`config.mk`:
```
export PLATFORM = sky130hd
export DESIGN_NAME = rf_wb_scheduler
export DESIGN_NICKNAME = d
export VERILOG_FILES = /design/src/rtl/rf_pkg.sv /design/src/rtl/rf_wb_fifo.sv /design/src/rtl/rf_wb_scheduler.sv
export SDC_FILE = /design/constraint.sdc
export NUM_CORES = 1
export LEC_CHECK = 0
export CAP_MARGIN = 30
export CORE_UTILIZATION = 45
export DETAILED_ROUTE_END_ITERATION = 10
export MAX_ROUTING_LAYER = met4
export PLACE_DENSITY = 0.71
export SYNTH_ARGS = -nofsm -noshare
export SYNTH_HDL_FRONTEND = slang
export SYNTH_SLANG_ARGS = --single-unit
```
`constraint.sdc`:
```
create_clock -name clk -period 2.67 [get_ports clk]
set_clock_uncertainty 0.2 [all_clocks]
set_input_delay 0.4005 -clock clk [delete_from_list [all_inputs] [get_ports clk]]
set_output_delay 0.4005 -clock clk [all_outputs]
set_load 0.02 [all_outputs]
```
`src/rtl/rf_pkg.sv`:
```
// Shared constants and types for the register-file writeback scheduler.
package rf_pkg;

    localparam int RF_ADDR_WIDTH = 5;
    localparam int RF_DATA_WIDTH = 32;

    typedef struct packed {
        logic [RF_ADDR_WIDTH-1:0] addr;
        logic [RF_DATA_WIDTH-1:0] data;
    } wb_req_t;

    // Width needed to hold an occupancy count in 0..depth.
    function automatic int count_width(input int depth);
        return $clog2(depth + 1);
    endfunction

endpackage

```
`src/rtl/rf_wb_fifo.sv`:
```
// Circular buffer of {addr, data} entries: up to two pushes and one pop per cycle.
// The pop is implicit: the head drains on every edge where the buffer is not empty.
module rf_wb_fifo
    import rf_pkg::*;
#(
    parameter int ADDR_WIDTH = RF_ADDR_WIDTH,
    parameter int DATA_WIDTH = RF_DATA_WIDTH,
    parameter int DEPTH      = 4,
    localparam int PW        = $clog2(DEPTH),
    localparam int CW        = count_width(DEPTH)
) (
    input  logic                  clk,
    input  logic                  rst_n,
    input  logic [1:0]            push_n,
    input  logic [ADDR_WIDTH-1:0] push0_addr,
    input  logic [DATA_WIDTH-1:0] push0_data,
    input  logic [ADDR_WIDTH-1:0] push1_addr,
    input  logic [DATA_WIDTH-1:0] push1_data,
    output logic [CW-1:0]         count,
    output logic [ADDR_WIDTH-1:0] head_addr,
    output logic [DATA_WIDTH-1:0] head_data,
    output logic [DEPTH-1:0]      occupied,
    output logic [ADDR_WIDTH-1:0] entry_addr [DEPTH]
);

    logic [ADDR_WIDTH-1:0] addr_mem [DEPTH];
    logic [DATA_WIDTH-1:0] data_mem [DEPTH];
    logic [PW-1:0]         rd_ptr;
    logic [PW-1:0]         wr_ptr;
    logic                  pop;

    assign pop = (count != '0);

    always_ff @(posedge clk or negedge rst_n) begin
        if (!rst_n) begin
            rd_ptr <= '0;
            wr_ptr <= '0;
            count  <= '0;
            // NOTE: storage is cleared on reset because the head slot drives rf_addr/rf_wd, which must read 0 out of reset.
            for (int i = 0; i < DEPTH; i++) begin
                addr_mem[i] <= '0;
                data_mem[i] <= '0;
            end
        end else begin
            // NOTE: non-blocking throughout so every register sees pre-edge values, independent of statement order.
            if (push_n != 2'd0) begin
                addr_mem[wr_ptr] <= push0_addr;
                data_mem[wr_ptr] <= push0_data;
            end
            if (push_n == 2'd2) begin
                addr_mem[wr_ptr + PW'(1)] <= push1_addr;
                data_mem[wr_ptr + PW'(1)] <= push1_data;
            end
            wr_ptr <= wr_ptr + PW'(push_n);
            if (pop) rd_ptr <= rd_ptr + PW'(1);
            count <= count + CW'(push_n) - CW'(pop);
        end
    end

    assign head_addr  = addr_mem[rd_ptr];
    assign head_data  = data_mem[rd_ptr];
    assign entry_addr = addr_mem;

    // Slot i is live when its distance from the head (mod DEPTH) is below count.
    always_comb begin
        // NOTE: default assignment first so no path through this block can infer a latch.
        occupied = '0;
        for (int i = 0; i < DEPTH; i++) begin
            occupied[i] = CW'(PW'(PW'(i) - rd_ptr)) < count;
        end
    end

endmodule

```
`src/rtl/rf_wb_scheduler.sv`:
```
// Merges two writeback lanes (A older, B younger) onto one register-file write port,
// dropping x0 writes and same-register A writes shadowed by B, with pending-write busy checks.
module rf_wb_scheduler
    import rf_pkg::*;
#(
    parameter int ADDR_WIDTH = RF_ADDR_WIDTH,
    parameter int DATA_WIDTH = RF_DATA_WIDTH,
    parameter int DEPTH      = 4
) (
    input  logic                          clk,
    input  logic                          rst_n,
    input  logic                          a_valid,
    input  logic [ADDR_WIDTH-1:0]         a_addr,
    input  logic [DATA_WIDTH-1:0]         a_data,
    output logic                          a_ready,
    input  logic                          b_valid,
    input  logic [ADDR_WIDTH-1:0]         b_addr,
    input  logic [DATA_WIDTH-1:0]         b_data,
    output logic                          b_ready,
    output logic                          rf_we,
    output logic [ADDR_WIDTH-1:0]         rf_addr,
    output logic [DATA_WIDTH-1:0]         rf_wd,
    input  logic [ADDR_WIDTH-1:0]         chk_addr1,
    input  logic [ADDR_WIDTH-1:0]         chk_addr2,
    output logic                          chk_busy1,
    output logic                          chk_busy2,
    output logic [count_width(DEPTH)-1:0] q_count,
    output logic                          q_empty
);

    localparam int CW = count_width(DEPTH);

    logic                  ready;
    logic                  a_acc;
    logic                  b_acc;
    logic                  a_keep;
    logic                  b_keep;
    logic [1:0]            push_n;
    logic [ADDR_WIDTH-1:0] push0_addr;
    logic [DATA_WIDTH-1:0] push0_data;
    logic [CW-1:0]         count;
    logic [DEPTH-1:0]      occupied;
    logic [ADDR_WIDTH-1:0] entry_addr [DEPTH];

    // Room for a full pair is kept at all times, so ready depends on state only.
    assign ready   = (count <= CW'(DEPTH - 2));
    assign a_ready = ready;
    assign b_ready = ready;

    assign a_acc  = a_valid && ready;
    assign b_acc  = b_valid && ready;
    assign b_keep = b_acc && (b_addr != '0);
    assign a_keep = a_acc && (a_addr != '0) && !(b_acc && (b_addr == a_addr));

    // Kept requests are packed so the older one always lands at wr_ptr.
    assign push_n     = {1'b0, a_keep} + {1'b0, b_keep};
    assign push0_addr = a_keep ? a_addr : b_addr;
    assign push0_data = a_keep ? a_data : b_data;

    rf_wb_fifo #(
        .ADDR_WIDTH (ADDR_WIDTH),
        .DATA_WIDTH (DATA_WIDTH),
        .DEPTH      (DEPTH)
    ) u_fifo (
        .clk        (clk),
        .rst_n      (rst_n),
        .push_n     (push_n),
        .push0_addr (push0_addr),
        .push0_data (push0_data),
        .push1_addr (b_addr),
        .push1_data (b_data),
        .count      (count),
        .head_addr  (rf_addr),
        .head_data  (rf_wd),
        .occupied   (occupied),
        .entry_addr (entry_addr)
    );

    assign rf_we   = (count != '0);
    assign q_count = count;
    assign q_empty = (count == '0);

    always_comb begin
        chk_busy1 = 1'b0;
        chk_busy2 = 1'b0;
        for (int i = 0; i < DEPTH; i++) begin
            if (occupied[i] && (entry_addr[i] == chk_addr1)) chk_busy1 = 1'b1;
            if (occupied[i] && (entry_addr[i] == chk_addr2)) chk_busy2 = 1'b1;
        end
        if (chk_addr1 == '0) chk_busy1 = 1'b0;
        if (chk_addr2 == '0) chk_busy2 = 1'b0;
    end

endmodule

```
== Yosys cells after proc, flatten, opt, wreduce, memory -nomap -nowiden ==
Cells that the tools add are included.
Operators by class
  eq/ne operators: 10
  order comparisons: 10
  mux-type cells: 34
  bitwise logic cells: 3
  $add $sub $neg: 10
  reduce and logical (&&, ||, !) cells: 24
Operator list (count)
  128-bit bitwise mux: 2
  128-bit two-way mux: 2
  32-bit two-way mux: 5
  32-bit demux with 2-bit select: 2
  32-bit binary-select mux with 2-bit select: 1
  5-bit == test: 9
  20-bit bitwise mux: 2
  20-bit two-way mux: 2
  5-bit two-way mux: 5
  5-bit demux with 2-bit select: 2
  1-bit logical AND: 16
  2-bit by 3-bit less-than comparator with 1-bit output: 4
  5-bit binary-select mux with 2-bit select: 1
  5-bit logical NOT: 2
  1-bit two-way mux: 10
  5-bit nonzero test: 2
  3-bit >= comparator (second input constant): 3
  2-bit inverter with 3-bit output: 3
  3-bit by 1-bit less-than comparator with 1-bit output (second input constant): 2
  2-bit by 1-bit adder with 2-bit output (second input constant): 2
  1-bit by 2-bit subtractor with 2-bit output (first input constant): 2
  2-bit subtractor (first input constant): 2
  3-bit by 2-bit adder with 3-bit output: 1
  3-bit by 2-bit less-or-equal comparator with 1-bit output (second input constant): 1
  other kinds (8): 8
Word-level totals
  logic and storage cells: 102
  flip-flop bits (word level): 155
  output and inout port bits: 46
  input bits: 88

== Logic depth before layout (Yosys ltp) ==
  depth after elaboration: 10
  gate-level depth with buffers: 15
  depth with buffers taken out: 11

== Cells and area by module ==
Synthesis repeated with hierarchy kept, for this count alone.
Unflattened totals
  cells, all modules: 1017
  area, all modules: 9641.7 um^2
Modules (own cells, without submodules)
  rf_wb_fifo: cells an instance 888, times used 1, area each 8466.9 um^2, sequential area each 3878.7 um^2
  rf_wb_scheduler: cells an instance 129, times used 1, area each 1174.9 um^2, sequential area each 0.0 um^2

== Worst setup path after synthesis ==
OpenSTA, ideal clock, no wires.
  path kind: reg-to-reg
  from: register u_fifo.count[2]
  to: register u_fifo.data_mem[107] in the netlist's numbering
  library setup time: 0.067 ns
  arrival: 2.964 ns
  path buffers: 3
  setup slack: -0.561 ns
  stages on the path, launching flop included: 13
  period minus slack after synthesis: 3.231 ns
  data required time: 2.403 ns
  cell sequence: dfrtp_1 buf_2 a21oi_2 nand3_1 nor2_1 inv_1 ha_1 nor3_1 nand2b_1 buf_4 buf_2 o22a_1 o221a_1
Between the ends
  word-level cells in the longest chain between the ends: 10
  elaborated cells between the ends (all ways): 16
  those cells by class: 1 x add/sub; 1 x order compare; 1 x eq/ne; 5 x mux; 8 x reduce/logical
RTL lines
  start: declaration: RTL line rf_wb_fifo.sv:19  | output logic [CW-1:0] count,
  start signal: assignment: RTL line rf_wb_fifo.sv:56  | count <= count + CW'(push_n) - CW'(pop);
  3-bit by 2-bit less-or-equal comparator with 1-bit output (*): RTL line rf_wb_scheduler.sv:46  | assign ready = (count <= CW'(DEPTH - 2));
  named net a_ready: RTL line rf_wb_scheduler.sv:15  | output logic a_ready,
  1-bit logical AND: RTL line rf_wb_scheduler.sv:51  | assign b_acc = b_valid && ready;
  1-bit logical AND: RTL line rf_wb_scheduler.sv:53  | assign a_keep = a_acc && (a_addr != '0) && !(b_acc && (b_addr == a_addr));
  1-bit logical NOT: RTL line rf_wb_scheduler.sv:53
  1-bit logical AND: RTL line rf_wb_scheduler.sv:53
  1-bit by 1-bit adder with 2-bit output or 32-bit two-way mux (tied branches): RTL line rf_wb_scheduler.sv:56, rf_wb_scheduler.sv:58
  2-bit nonzero test or 128-bit bitwise mux (tied branches): RTL line rf_wb_fifo.sv:46, rf_wb_fifo.sv:48
  128-bit two-way mux: RTL line rf_wb_fifo.sv:46  | if (push_n != 2'd0) begin
  128-bit bitwise mux: RTL line rf_wb_fifo.sv:52  | data_mem[wr_ptr + PW'(1)] <= push1_data;
  128-bit two-way mux (*): RTL line rf_wb_fifo.sv:50  | if (push_n == 2'd2) begin
  end signal: indexed assignment: RTL line rf_wb_fifo.sv:48  | data_mem[wr_ptr] <= push0_data;
  end signal: indexed assignment: RTL line rf_wb_fifo.sv:52
  end: declaration: RTL line rf_wb_fifo.sv:27  | logic [DATA_WIDTH-1:0] data_mem [DEPTH];
The timed path passes the listed nets; every way through them passes the cells marked *.
A chain may end at the register's enable or synchronous reset.

== Worst setup path in the final report ==
  from: register u_fifo.rd_ptr[1]
  to: output chk_busy1
Between the ends
  word-level cells in the longest chain between the ends: 8
  elaborated cells between the ends (all ways): 17
  those cells by class: 4 x add/sub; 4 x order compare; 5 x mux; 4 x reduce/logical
RTL lines
  start: declaration: RTL line rf_wb_fifo.sv:28  | logic [PW-1:0] rd_ptr;
  start signal: assignment: RTL line rf_wb_fifo.sv:55  | if (pop) rd_ptr <= rd_ptr + PW'(1);
  1-bit by 2-bit subtractor with 2-bit output: RTL line rf_wb_fifo.sv:69  | occupied[i] = CW'(PW'(PW'(i) - rd_ptr)) < count;
  2-bit by 3-bit less-than comparator with 1-bit output: RTL line rf_wb_fifo.sv:69
  1-bit logical AND: RTL line rf_wb_scheduler.sv:87  | if (occupied[i] && (entry_addr[i] == chk_addr1)) chk_busy1 = 1'b1;
  1-bit two-way mux (3 in series): RTL line rf_wb_scheduler.sv:87
  1-bit two-way mux (*): RTL line rf_wb_scheduler.sv:87
  1-bit two-way mux (*): RTL line rf_wb_scheduler.sv:90  | if (chk_addr1 == '0) chk_busy1 = 1'b0;
  end: declaration: RTL line rf_wb_scheduler.sv:25  | output logic chk_busy1,
Mark *: on every way between the ends. The rest lies on a longest branch, timed or not.

==> impl_results.md <==
- Status: complete, but fails checks
- Failing checks: negative setup slack
- Top post-synthesis cells by area: dfrtp_1 (41%), o221a_1 (14%), o22a_1 (14%)
- Seq pwr share: 27.1%
- Antenna violations before repair: 0
- # DRC: 0
- Worst hold path depth: 3
- Peak Freq: 356.8 MHz
- R2r setup slk: 0.10 ns
- Worst EP arrival: 2.20 ns
- Reg clk slew, reported paths: 0.06 ns
- Crit path time final: 2.803 ns
- Pre-antenna DRT Iters: 5
- Synthesized area per cell: 12.53 um2
- Hold_sp: b_addr[1]
- Vias: 8070
- Switch share: 37.82%
- Pint: 10.30 mW
- Avg Vias per Cell: 6.892
- GRT overflow: 0
- Slew Viols, Final: 0
- PortBufs: 133
- YS warnings: 0
- MaxCap Viol Count: 0
- Comb pwr share: 56.7%
- RR Startpoint: u_fifo.count[1]
- Worst hold path type: input pin to register
- Final instance area: 12450 um2
- Vias in the first global route: 8392
- Io pins: 134
- Hold EP: u_fifo.entry_addr[16]
- Worst EP required: 2.07 ns
- H-tree depth: 4
- Final hold slack: 0.2994 ns
- Max Root-Sink Buffers: 2
- Synth top area share: 41.23%
- Worst setup margin: -0.1329 ns
- Final #Nets: 988
- Post-Synth XOR/XNOR Area: 4.841%
- P per Cell Area: 1330 nW/um2
- Worst Max-Slew Pin Slew: 0.4950 ns
- First-pass GRT wire length: 49380 um
- R2r worst-path depth: 9
- Total die area: 21490 um2
- Area delta synth->final: 32.33%
- Starting Density: 46.20%
- Distinct cells, synth: 39
- Root Buffer: clkbuf_16
- CTS tree: built
- VDD IR max: 0.5380 mV
- Post-DP HPWL: 19910 um
- Row count: 52
- Sink Count: 155
- Finished Layout Cells: 1171
- Clk pwr share: 16.3%
- Simple-Gate Fraction of Synth Area: 3.618%
- CP Capture Type: primary output
- CP max FO: 4
- Placed Cells: 1125
- Lkg Pwr: 4.586 nW
- GRT Resource Usage Total: 30.99%
- Finished Core Util: 61.13%
- Layout cell share with drive strength beyond 1: 30.19%
- Sequential cell area fraction in the yosys report: 41.23%
- Final ANT Viol Nets: 0
- Antenna diodes: 0
- Worst skew pair latency: 0.42 ns
- Dominant cell type by area after synthesis: dfrtp_1
- Max-slew headroom: 67.00%
- Final worst-path cycle share: 105.0%
- Post-synthesis adder-cell area fraction: 1.676%
- Drt total wl: 31750 um
- Post-synthesis compound-gate area fraction: 32.97%
- Final Hold Fails: 0
- Final setup viols: 9
- Total power draw: 16.56 mW
- Die Wd: 146.6 um
- Post-Route Setup TNS: -0.4541 ns
- Mux contribution to synthesized area: 8.858%
- Largest family of logic cells by synthesized area: compound AO/OA/AOI/OAI gates
- Pre-CTS setup slack: -0.5930 ns
- Capturing point of the worst reg2reg path: u_fifo.data_mem[32]
- Syn Inst Count: 751
- Placed Area: 11550 um2
- Switch Pwr: 6.264 mW
- Post-Syn Nets: 851
- GP Congestion: 0.9381
- Total CTS buffers: 17
- RSZ-0062 raised after global routing: true
- #FFs+latches synth: 155
- Startpoint types: register
- Die H: 146.6 um
- Setup CP Type: register to primary output
- DRT iter0 DRCs: 691
- Post-DR wirelength/cell: 27.11 um
- Core ar.: 20360 um2
- Synthesized area: 9408 um2
- Largest net degree at the start of global routing: 74
## kinds of logic (layout without fill, tap and decap cells)
logic type | Yosys count | after routing
compound gates | 310 | 310
flops | 155 | 155
buf+inv | 129 | 279
simple gates | 56 | 56
xor+xnor | 52 | 52
mux | 37 | 37
fa+ha+maj | 12 | 12
## power groups by stage
stage | sequential [mW] | clock [mW] | combinational (mW)
floorplan | 4.16 | 0 | 6.18
global placement | 4.37 | 0 | 8.94
detailed placement | 4.46 | 0 | 9.16
CTS | 4.44 | 2.72 | 9.34
global route | 4.59 | 2.82 | 9.95
finish | 4.48 | 2.69 | 9.39
## layout by cell type (no fill, tap or decap), drive strengths merged
cell type	synthesis	final
dlygate4sd3	0	1
o21ai	4	4
nand2b	5	5
or4	1	1
inv	13	21
mux4	37	37
bufinv	0	4
xor2	21	21
nand3b	2	2
clkinv	0	2
dfrtp	155	155
dlymetal6s2s	0	2
a21oi	4	4
o211ai	1	1
bufbuf	0	1
buf	62	109
o221a	148	148
clkdlybuf4s50	0	83
fa	1	1
clkdlybuf4s15	0	10
nor2b	2	2
nand3	15	15
a21boi	1	1
o22a	148	148
o22ai	2	2
nor2	5	5
clkbuf	54	29
nor3	4	4
and2	1	1
and3	2	2
nor3b	1	1
xnor2	31	31
and2b	1	1
nand2	5	5
nor4	11	11
dlygate4sd2	0	16
or3	1	1
clkinvlp	0	1
o21ba	2	2
ha	11	11
## area by class of cell
cell class	instances	area, um2
Clock buffer	17	425.4
Clock inverter	15	225.2
Fill cell	1560	7915
Inverter	13	48.80
Multi-Input combinational cell	467	5089
Sequential cell	155	3882
Tap cell	270	337.8
Timing Repair Buffer	234	2441
## synth_stat cells
cell type	n
a21boi_0	1
a21oi_1	3
a21oi_2	1
and2_1	1
and2b_1	1
and3_1	2
buf_1	13
buf_2	32
buf_4	3
buf_6	14
clkbuf_1	54
dfrtp_1	155
fa_1	1
ha_1	11
inv_1	13
mux4_2	37
nand2_1	5
nand2b_1	5
nand3_1	11
nand3_2	4
nand3b_1	2
nor2_1	5
nor2b_1	2
nor3_1	4
nor3b_2	1
nor4_1	10
nor4_2	1
o211ai_1	1
o21ai_4	4
o21ba_2	2
o221a_1	120
o221a_2	28
o22a_1	146
o22a_2	2
o22ai_1	2
or3_1	1
or4_2	1
xnor2_1	31
xor2_1	21
## critical path, stage by stage, from the launching register on
cell and delay (ns):
dfrtp_2 0.41, inv_1 0.06, ha_1 0.29, a21boi_1 0.15, o21ba_4 0.23, nor4_4 0.29
nor4_2 0.09, a21oi_2 0.13, buf_6 0.13
## sequential cells by signal, indices dropped and copies added (netlist names)
register and cells:
u_fifo.count 3, u_fifo.data_mem 128, u_fifo.wr_ptr 2, u_fifo.rd_ptr 2
u_fifo.entry_addr 20
## per-layer routing
metal / track usage [%] / share of wire (%) / routed length (um)
met1: 38.23 / 40 / 12760
met2: 49.83 / 49 / 15550
met3: 6.688 / 7.9 / 2513
met4: 11.61 / 2.9 / 922
met5: - / 0 / 0
## what timing repair did
action                                  in CTS  in global routing
hold buffers                                 1                  0
pin swaps                                    8                  7
endpoints found under the setup margin     190                130
gates resized for setup                    118                 38
endpoints found under the hold margin       47                  0
gates cloned                                 3                  0
buffers inserted                             8                  2
## worst max path at each step
stage                     start                   to  slack (ns)  depth (start not counted)
2_1_floorplan         b_addr[2]  u_fifo.data_mem[66]        -0.1                         15
3_3_place_gp          b_addr[1]  u_fifo.data_mem[58]       -0.59                         10
3_5_place_dp          b_addr[1]  u_fifo.data_mem[65]       -0.59                         11
4_1_cts        u_fifo.rd_ptr[1]            chk_busy1       -0.15                          9
5_1_grt        u_fifo.rd_ptr[1]            chk_busy1       -0.24                          8
6_report       u_fifo.rd_ptr[1]            chk_busy1       -0.13                          8
Power figures use the tool's default switching activity.
